<file path="config.mk">
export PLATFORM = sky130hd
export DESIGN_NAME = conv3x3_mac_sequencer_flat
export DESIGN_NICKNAME = d
export VERILOG_FILES = /design/src/rtl/conv3x3_mac_sequencer_if.sv /design/src/rtl/conv3x3_mac_sequencer.sv /design/src/flat_wrapper.sv
export SDC_FILE = /design/constraint.sdc
export NUM_CORES = 1
export LEC_CHECK = 0
export ABC_AREA = 1
export BUFFER_PORTS_ARGS = -buffer_cell sky130_fd_sc_hd__buf_2
export CORE_MARGIN = 3
export CORE_UTILIZATION = 34
export DETAILED_ROUTE_END_ITERATION = 8
export PLACE_DENSITY = 0.48
export SLEW_MARGIN = 10
export SYNTH_ARGS = -nofsm -noshare
export SYNTH_HDL_FRONTEND = slang
export SYNTH_SLANG_ARGS = --single-unit
</file>
<file path="constraint.sdc">
create_clock -name clk -period 9.4 [get_ports clk]
set_input_delay 1.88 -clock clk [delete_from_list [all_inputs] [get_ports clk]]
set_output_delay 1.88 -clock clk [all_outputs]
set_load 0.01 [all_outputs]
</file>
<file path="src/rtl/conv3x3_mac_sequencer_if.sv">
// Window-in / result-out bundle for the 3x3 convolution MAC sequencer.
// Latency: none (wires only).
// Backpressure: in_valid/in_ready on the window side, out_valid/out_ready on the result side.
interface conv3x3_mac_sequencer_if #(
    parameter int ACC_W = 20
);
    logic                    in_valid;
    logic                    in_ready;
    logic [71:0]             win_pix;
    logic [71:0]             win_coef;
    logic                    out_valid;
    logic                    out_ready;
    logic signed [ACC_W-1:0] acc_out;
    logic [7:0]              pix_out;
    logic                    busy;

    // Window source / result sink side
    modport master (
        output in_valid, win_pix, win_coef, out_ready,
        input  in_ready, out_valid, acc_out, pix_out, busy
    );

    // Sequencer side
    modport slave (
        input  in_valid, win_pix, win_coef, out_ready,
        output in_ready, out_valid, acc_out, pix_out, busy
    );
endinterface

</file>
<file path="src/rtl/conv3x3_mac_sequencer.sv">
// 3x3 convolution: nine pixel x coefficient taps through one shared 8x8 multiplier, summed and clamped.
// Latency: result valid 10 edges after the accepting edge; one window per 12 clocks with out_ready high.
// Backpressure: in_ready only in IDLE; result held in DONE until out_ready, new windows ignored meanwhile.
module conv3x3_mac_sequencer #(
    parameter int ACC_W = 20,
    parameter int SHIFT = 0
) (
    input  logic                          clk,
    input  logic                          rst,
    conv3x3_mac_sequencer_if.slave        bus
);
    typedef enum logic [1:0] {
        IDLE  = 2'd0,
        MAC   = 2'd1,
        DRAIN = 2'd2,
        DONE  = 2'd3
    } state_t;

    state_t                  state;
    logic [3:0]              tap;
    logic [71:0]             pix_q;
    logic [71:0]             coef_q;
    logic signed [15:0]      prod_q;
    logic signed [15:0]      prod_c;
    logic signed [ACC_W-1:0] acc;
    logic signed [ACC_W-1:0] acc_add;
    logic signed [ACC_W-1:0] acc_sh;
    logic [71:0]             pix_sh;
    logic [71:0]             coef_sh;
    logic [7:0]              tap_pix;
    logic [7:0]              tap_coef;
    logic [7:0]              clamp_c;
    logic                    in_ready_q;
    logic                    out_valid_q;
    logic                    busy_q;

    // Unsigned pixel times signed coefficient, sign-magnitude Vedic style:
    // the coefficient magnitude (0x80 stays 0x80 for -128) is split into
    // nibbles, the four 4x4 cross products are combined, then the sign is
    // re-applied. Magnitude never exceeds 255*128, so 16 bits suffice.
    function automatic logic signed [15:0] vedic_mul8(input logic [7:0] a, input logic [7:0] b);
        logic [7:0]  mag;
        logic [7:0]  ll, lh, hl, hh;
        logic [15:0] u;
        mag = b[7] ? (~b + 8'd1) : b;
        ll  = {4'b0, a[3:0]} * {4'b0, mag[3:0]};
        lh  = {4'b0, a[3:0]} * {4'b0, mag[7:4]};
        hl  = {4'b0, a[7:4]} * {4'b0, mag[3:0]};
        hh  = {4'b0, a[7:4]} * {4'b0, mag[7:4]};
        u   = {8'b0, ll} + ({8'b0, lh} << 4) + ({8'b0, hl} << 4) + ({8'b0, hh} << 8);
        return b[7] ? $signed(~u + 16'd1) : $signed(u);
    endfunction

    // Operand select for the current tap and the shared multiplier
    always_comb begin
        pix_sh   = pix_q >> {tap, 3'b000};
        coef_sh  = coef_q >> {tap, 3'b000};
        tap_pix  = pix_sh[7:0];
        tap_coef = coef_sh[7:0];
        prod_c   = vedic_mul8(tap_pix, tap_coef);
    end

    // Accumulator next value: previous cycle's registered product, sign-extended
    always_comb begin
        acc_add = acc + {{(ACC_W-16){prod_q[15]}}, prod_q};
    end

    // Scale and clamp the finished sum to an 8-bit pixel
    always_comb begin
        acc_sh = acc >>> SHIFT;
        if (acc_sh[ACC_W-1]) begin
            clamp_c = 8'd0;
        end else if (|acc_sh[ACC_W-2:8]) begin
            clamp_c = 8'd255;
        end else begin
            clamp_c = acc_sh[7:0];
        end
    end

    // Sequencer: capture window, run nine taps, drain the pipeline, hold the result
    always_ff @(posedge clk) begin
        if (rst) begin
            state       <= IDLE;
            tap         <= 4'd0;
            acc         <= '0;
            prod_q      <= '0;
            pix_q       <= '0;
            coef_q      <= '0;
            in_ready_q  <= 1'b1;
            out_valid_q <= 1'b0;
            busy_q      <= 1'b0;
        end else begin
            case (state)
                IDLE: begin
                    if (bus.in_valid) begin
                        pix_q      <= bus.win_pix;
                        coef_q     <= bus.win_coef;
                        acc        <= '0;
                        prod_q     <= '0;
                        tap        <= 4'd0;
                        in_ready_q <= 1'b0;
                        busy_q     <= 1'b1;
                        state      <= MAC;
                    end
                end
                MAC: begin
                    prod_q <= prod_c;
                    acc    <= acc_add;
                    if (tap == 4'd8) begin
                        tap   <= 4'd0;
                        state <= DRAIN;
                    end else begin
                        tap <= tap + 4'd1;
                    end
                end
                DRAIN: begin
                    acc         <= acc_add;
                    prod_q      <= '0;
                    out_valid_q <= 1'b1;
                    state       <= DONE;
                end
                DONE: begin
                    if (bus.out_ready) begin
                        out_valid_q <= 1'b0;
                        in_ready_q  <= 1'b1;
                        busy_q      <= 1'b0;
                        state       <= IDLE;
                    end
                end
                default: begin
                    state <= IDLE;
                end
            endcase
        end
    end

    assign bus.in_ready  = in_ready_q;
    assign bus.out_valid = out_valid_q;
    assign bus.busy      = busy_q;
    assign bus.acc_out   = out_valid_q ? acc : '0;
    assign bus.pix_out   = out_valid_q ? clamp_c : 8'd0;
endmodule
</file>
<file path="src/flat_wrapper.sv">
// flat-port wrapper written by rule: the top's interface ports become plain ports
module conv3x3_mac_sequencer_flat 
#(
    parameter int ACC_W = 20,
    parameter int SHIFT = 0
)
  (clk, rst, bus_in_valid, bus_win_pix, bus_win_coef, bus_out_ready, bus_in_ready, bus_out_valid, bus_acc_out, bus_pix_out, bus_busy);
  conv3x3_mac_sequencer_if #(.ACC_W(ACC_W)) bus_i ();
  input  logic clk;
  input  logic rst;
  input wire logic [$bits(bus_i.in_valid)-1:0] bus_in_valid;
  input wire logic [$bits(bus_i.win_pix)-1:0] bus_win_pix;
  input wire logic [$bits(bus_i.win_coef)-1:0] bus_win_coef;
  input wire logic [$bits(bus_i.out_ready)-1:0] bus_out_ready;
  output wire logic [$bits(bus_i.in_ready)-1:0] bus_in_ready;
  output wire logic [$bits(bus_i.out_valid)-1:0] bus_out_valid;
  output wire logic [$bits(bus_i.acc_out)-1:0] bus_acc_out;
  output wire logic [$bits(bus_i.pix_out)-1:0] bus_pix_out;
  output wire logic [$bits(bus_i.busy)-1:0] bus_busy;
  assign bus_i.in_valid = bus_in_valid;
  assign bus_i.win_pix = bus_win_pix;
  assign bus_i.win_coef = bus_win_coef;
  assign bus_i.out_ready = bus_out_ready;
  assign bus_in_ready = bus_i.in_ready;
  assign bus_out_valid = bus_i.out_valid;
  assign bus_acc_out = bus_i.acc_out;
  assign bus_pix_out = bus_i.pix_out;
  assign bus_busy = bus_i.busy;
  conv3x3_mac_sequencer #(.ACC_W(ACC_W), .SHIFT(SHIFT)) u_core (.clk(clk), .rst(rst), .bus(bus_i));
endmodule
</file>
# Yosys cells after proc, flatten, opt, wreduce, memory -nomap -nowiden
# Cells that the tools add are included.
# W data, S select, Z words.
dict set report word_totals {
  register_bits 189
  latchBits 0
  ram_bits 0
  mem_bits_ro 0
  inputBits 148
  out_inout_bits 31
  mem_count 0
}
dict set report op_classes {
  add_sub_neg 7
  mul 4
  div 0
  order_cmp 0
  eq_ne 7
  shift 2
  mux 24
  bitwise_logic 2
  reduce_logical 15
}
# operator n
set ops {}
lappend ops {{$shr A72 B7 Y8} 2}
lappend ops {{$pmux W16 S3} 1}
lappend ops {{$mux W20} 2}
lappend ops {{$pmux W20 S2} 1}
lappend ops {{$mul A4 B4 Y8} 4}
lappend ops {{$mux W16} 2}
lappend ops {{$mux W8} 4}
lappend ops {{$add A20 B20 Y20} 1}
lappend ops {{$add A16 B1 Y16 const B} 1}
lappend ops {{$add A16 B12 Y16} 1}
lappend ops {{$add A16 B16 Y16} 1}
lappend ops {{$not A16 Y16} 1}
lappend ops {{$add A8 B12 Y13} 1}
lappend ops {{$reduce_or A11 Y1} 1}
lappend ops {{$reduce_and A2 Y1} 5}
lappend ops {{$add A8 B1 Y8 const B} 1}
lappend ops {{$mux W4} 2}
lappend ops {{$not A8 Y8} 1}
lappend ops {{$pmux W2 S4} 1}
lappend ops {{$pmux W4 S2} 1}
lappend ops {{$reduce_bool A2 Y1} 4}
lappend ops {{$mux W2} 3}
lappend ops {{$pmux W1 S2} 3}
lappend ops {{$reduce_and A3 Y1} 2}
lappend ops {{other kinds (10)} 15}

# Longest topological paths before layout
dict set report depth {
  depth_word 12
  depth_mapped 48
  depth_no_buf 46
}

# Worst setup path after synthesis
# Ideal clock, no wire load.
dict set report synth_path {
  path_type {register to register}
  from {reg u_core.tap[1]}
  to {reg u_core.prod_q[15]}
  t_arrival_ns 6.636
  slack_ns 2.693
  path_stages_with_launch 45
  synth_period_minus_slack_ns 6.707
  cell_sequence {dfxtp_1 > buf_4 > buf_2 > o21ai_0 > o211ai_1 > nand3_1 > o21ai_1 > inv_1 > ha_1 > inv_1 > nor2_2 > nand3_1 > nand2_1 > nand2_2 > nand3_1 > fa_1 > inv_1 > fa_1 > (+9 left out) > nand2_1 > xnor2_1 > fa_1 > inv_1 > ha_1 > nand2_1 > inv_1 > a21oi_1 > nand2_1 > nand2_1 > nand2_1 > nor2_1 > nand3_1 > nand2_1 > nand2_1 > nand2_1 > nand3_1 > a21oi_1}
}
dict set report synth_between {
  elab_chain_len 12
}
# element line
set synth_rtl {}
lappend synth_rtl {{start, declared} conv3x3_mac_sequencer.sv:20} ;# logic [3:0] tap;
lappend synth_rtl {{start signal, assigned} conv3x3_mac_sequencer.sv:113} ;# tap <= tap + 4'd1;
lappend synth_rtl {{$shr A72 B7 Y8} conv3x3_mac_sequencer.sv:57} ;# coef_sh = coef_q >> {tap, 3'b000};
lappend synth_rtl {{$not A8 Y8} conv3x3_mac_sequencer.sv:45} ;# mag = b[7] ? (~b + 8'd1) : b;
lappend synth_rtl {{$add A8 B1 Y8} conv3x3_mac_sequencer.sv:45}
lappend synth_rtl {{$mux W8} conv3x3_mac_sequencer.sv:45}
lappend synth_rtl {{$mul A4 B4 Y8 (on tied branches)} {conv3x3_mac_sequencer.sv:46, conv3x3_mac_sequencer.sv:47}}
lappend synth_rtl {{$add A8 B12 Y13} conv3x3_mac_sequencer.sv:50} ;# u = {8'b0, ll} + ({8'b0, lh} << 4) + ({8'b0, hl} << 4) + ({8'b0, hh} << 8);
lappend synth_rtl {{$add A16 B12 Y16} conv3x3_mac_sequencer.sv:50}
lappend synth_rtl {{$add A16 B16 Y16} conv3x3_mac_sequencer.sv:50}
lappend synth_rtl {{$not A16 Y16} conv3x3_mac_sequencer.sv:51} ;# return b[7] ? $signed(~u + 16'd1) : $signed(u);
lappend synth_rtl {{$add A16 B1 Y16} conv3x3_mac_sequencer.sv:51}
lappend synth_rtl {{$mux W16 (*)} conv3x3_mac_sequencer.sv:51}
lappend synth_rtl {{$pmux W16 S3 (*)} conv3x3_mac_sequencer.sv:93} ;# case (state)
lappend synth_rtl {{end signal, assigned} conv3x3_mac_sequencer.sv:107} ;# prod_q <= prod_c;
lappend synth_rtl {{end, declared} conv3x3_mac_sequencer.sv:23} ;# logic signed [15:0] prod_q;
# Every way passes the cells marked *; elsewhere a longest branch is shown, timed or not.
# A chain may end at the register's enable or synchronous reset.

# Worst setup path in the final report
dict set report layout_path {
  from {reg u_core.tap[0]}
  to {reg u_core.prod_q[15]}
}
# The elaborated chain is that of the path after synthesis.

==> parameters.txt <==
Parameter                              Value

Die
  Number of top-level pins    between 150 and 200
  Initial cell density of the core    between 30% and 40%
  Die Span X    197.3 um
  Number of cell rows    ~70
  Area enclosed by the die boundary    roughly 0.039 mm2
  Vertical extent of the die    between 150 and 200 um
  Total core area    roughly 0.036 mm2

Worst hold path
  Classification of the worst-slack hold path    register to register

Critical path
  Stages on worst setup path    between 40 and 50
  Critical Path End    u_core.prod_q[15]$_SDFFE_PP0P_
  Data arrival time at the worst-slack endpoint    between 8 and 9 ns
  Startpoint-to-endpoint class of the critical path    register to register
  Worst r2r src    u_core.tap[0]$_SDFFE_PP0P_
  FF-to-FF path depth    42
  Kind of launch point of the worst setup path    register
  Crit. Startpoint    u_core.tap[0]$_SDFFE_PP0P_
  Stage delay of the slowest cell on the critical path    a little over 0.9 ns
  Worst r2r dst    u_core.prod_q[15]$_SDFFE_PP0P_
  Flop2flop setup slack    about 1.4 ns
  Type of destination of the critical path    register
  Worst path required time    9.78 ns
  Largest fanout of any net on the critical path    between 60 and 70
  Critical-path top delay cell    sky130_fd_sc_hd__dfxtp_2
  CP bufs+invs    9
  Most frequent cell on the critical path    sky130_fd_sc_hd__nand2_1
  Crit path max-delay family    adder cells

Routing
  Mean routed wirelength per cell    15.00 um
  Starting DRC count in detailed routing    ~730
  Post-route DRC    0
  Via total after detailed routing    roughly 12000
  Number of antenna-violating nets in the routed design    0
  First-pass iteration count of the detailed router    5
  Total wirelength of the detailed-routed design    roughly 36 mm
  Via-to-Cell Ratio    slightly below 5

Placed design
  Number of buffer cells added on primary ports    about 180
  Pre-CTS WS    roughly 1.4 ns
  DPL Wire Length    27.64 mm
  Post-placement cell count    2375
  Final Wtd Congestion    0.8645

CTS
  Number of sinks handled by clock tree synthesis    roughly 190
  Cts hold-fix bufs    0
  Number of buffers created by CTS    17
  Buffer type at the clock tree root    sky130_fd_sc_hd__clkbuf_16
  H-tree lvl count    4
  Post-CTS Resized    0
  Clk buf depth    2
  Clock tree from TritonCTS    done
  Clk slew on worst S/H paths    roughly 0.070 ns
  Number of setup buffers added after CTS    0
  Clock latency on the worst-skew pair    ~0.45 ns

Timing
  Upper clock frequency limit    124.6 MHz
  Skew final    roughly 0.011 ns
  Setup repair after global routing missed its margin    no
  Number of slew-limit violations in the final report    0
  Final hold vios    0
  Total of endpoints with negative setup slack in the final report    0
  Setup slack of the critical path after layout    around 1.4 ns
  Slew Limit Headroom    between 20% and 30%
  Slew at the pin closest to its max-slew limit    about 1.1 ns
  Final worst-path cycle share    between 80 and 90%
  Sum Neg Setup Slack    0 ns
  Final min period    8.026 ns

Cells and area
  Final nets    2200
  # fillers    3882
  Area Growth Syn to Fin    13.76%
  Number of antenna repair diodes    0
  Non-filler instance count after layout    ~2400
  Utilization of the core after routing    between 30 and 40%
  Layout cell share with drive strength beyond 1    between 10% and 20%

Logic synthesis
  Cell Area, Synth    between 0.01 and 0.015 mm2
  Fraction of synthesized cell area taken by the top area cell type    between 30% and 40%
  Largest area contributor in the netlist    sky130_fd_sc_hd__dfxtp_1
  Dominant synthesized flop cell    sky130_fd_sc_hd__dfxtp_1
  Unique cell type count in the Yosys netlist    53
  Most numerous cell types in the synthesized netlist    sky130_fd_sc_hd__nor2_1 (397), sky130_fd_sc_hd__nand2_1 (243), sky130_fd_sc_hd__o21ai_0 (230)
  Cells after synthesis    approximately 1800
  Share of synthesized registers carrying an async set or reset    0%
  Net count after synthesis    ~2100
  Number of storage elements in the synthesis netlist    189
  Most frequent cell after synthesis    sky130_fd_sc_hd__nor2_1
  Count of flip-flops with a built-in enable after synthesis    0
  Top cells by area, synth    sky130_fd_sc_hd__dfxtp_1 (30%), sky130_fd_sc_hd__nor2_1 (12%), sky130_fd_sc_hd__ha_1 (9.5%)
  Avg Synthesized Cell Area    around 6.9 um2
  Total of warnings raised by yosys    0
  Sequential element share of the synthesized area    roughly 30%

GRT
  Wire length of the first global-routing pass    58.61 mm
  Largest net degree at the start of global routing    between 100 and 150
  Number of antenna violations at the first check in global routing    0
  Total global routing track utilization    18.66%
  Congestion Overflow GR    0
  Number of global-route vias before repair    11460

Power
  IR drop worst, VDD    between 0.2 and 0.3 mV
  Power density normalized to cell area    ~370 mW/mm2
  Leakage power    0.006907 uW
  Overall power of the completed layout    about 5300 uW

Run status
  Outcome    complete, no violations

Flow run
  Max-cap violations    0
[layout by cell type, fill, tap and decap left out, drive strengths merged, types with 6 or more instances in the layout]
master / n
a21oi: 106
nor3: 7
nand4: 7
dfxtp: 189
o221ai: 16
nand3: 93
xnor2: 9
inv: 190
nand2: 259
buf: 185
xor2: 13
ha: 94
or2: 8
a21o: 6
nor2: 406
o211ai: 15
fa: 25
o21ai: 252
clkbuf: 20
clkinv: 6
[worst reg2reg max path, delay by kind of cell, from the launching register on]
family	cells	cell delay [ns]
xor gates and xnor gates	1	0.10
and+or+nand+nor	21	2.16
AOI/OAI and AO/OA	3	0.53
adders and majority gates	8	3.28
DFF	1	0.91
buffers and inverters	9	0.98
[through the flow]
stage | instance area, um2 | hold WS, ns
floorplan | 12440 | 0.4246
global placement | 13540 | 0.4327
detailed placement | 13540 | 0.4509
CTS | 14150 | 0.4608
global route | 14150 | 0.4728
finish | 14150 | 0.4594
[state kept, by name, summed over array words and instances (netlist names)]
signal	count
u_core.bus.busy	1
u_core.bus.out_valid	1
u_core.coef_q	72
u_core.acc	20
u_core.state	2
u_core.bus.in_ready	1
u_core.tap	4
u_core.prod_q	16
u_core.pix_q	72
[worst min path at each step]
stage | endpoint | slack (ns) | cells past startpoint | startpoint
6_report | u_core.bus.in_ready$_SDFFE_PP1P_ | 0.46 | 2 | u_core.bus.in_ready$_SDFFE_PP1P_
5_1_grt | u_core.bus.in_ready$_SDFFE_PP1P_ | 0.47 | 2 | u_core.bus.in_ready$_SDFFE_PP1P_
4_1_cts | u_core.bus.in_ready$_SDFFE_PP1P_ | 0.46 | 2 | u_core.bus.in_ready$_SDFFE_PP1P_
3_5_place_dp | u_core.bus.in_ready$_SDFFE_PP1P_ | 0.45 | 2 | u_core.bus.in_ready$_SDFFE_PP1P_
3_3_place_gp | u_core.bus.in_ready$_SDFFE_PP1P_ | 0.43 | 2 | u_core.bus.in_ready$_SDFFE_PP1P_
2_1_floorplan | u_core.pix_q[71]$_SDFFE_PP0P_ | 0.42 | 2 | u_core.pix_q[71]$_SDFFE_PP0P_
[final cells by class]
class,instances,area [um2],share of cell area [%]
Multi-Input combinational cell,1350,7516,53.11
Sequential cell,189,3785,26.74
Timing Repair Buffer,185,943.4,6.666
Inverter,190,723.2,5.110
Tap cell,461,576.8,4.076
Clock buffer,20,446.7,3.156
Clock inverter,12,161.4,1.140
[logic make-up after synthesis]
group                    after synthesis  share of synthesized area, %
AO/OA/AOI/OAI                        421                         18.82
XOR/XNOR                              22                         1.609
adder cells (fa/ha/maj)              119                         13.48
buffers and inverters                276                         9.273
flip-flops                           189                         30.41
AND/OR/NAND/NOR                      788                         26.41
[report_power, final]
part           internal (uW)  switching [uW]
Clock                    428             332
Sequential              1000             144
Combinational           1150            2230
Total                   2580            2700
[layer usage]
layer  vias up  part of all wire [%]  track usage (%)
li1       6154                     -                -
met4         0                   1.1            4.356
met3        25                   3.2            2.934
met1      5382                    50            25.66
met5         -                     0                0
met2       188                    46            30.88
Note: power is estimated with default switching activity, not from simulation.
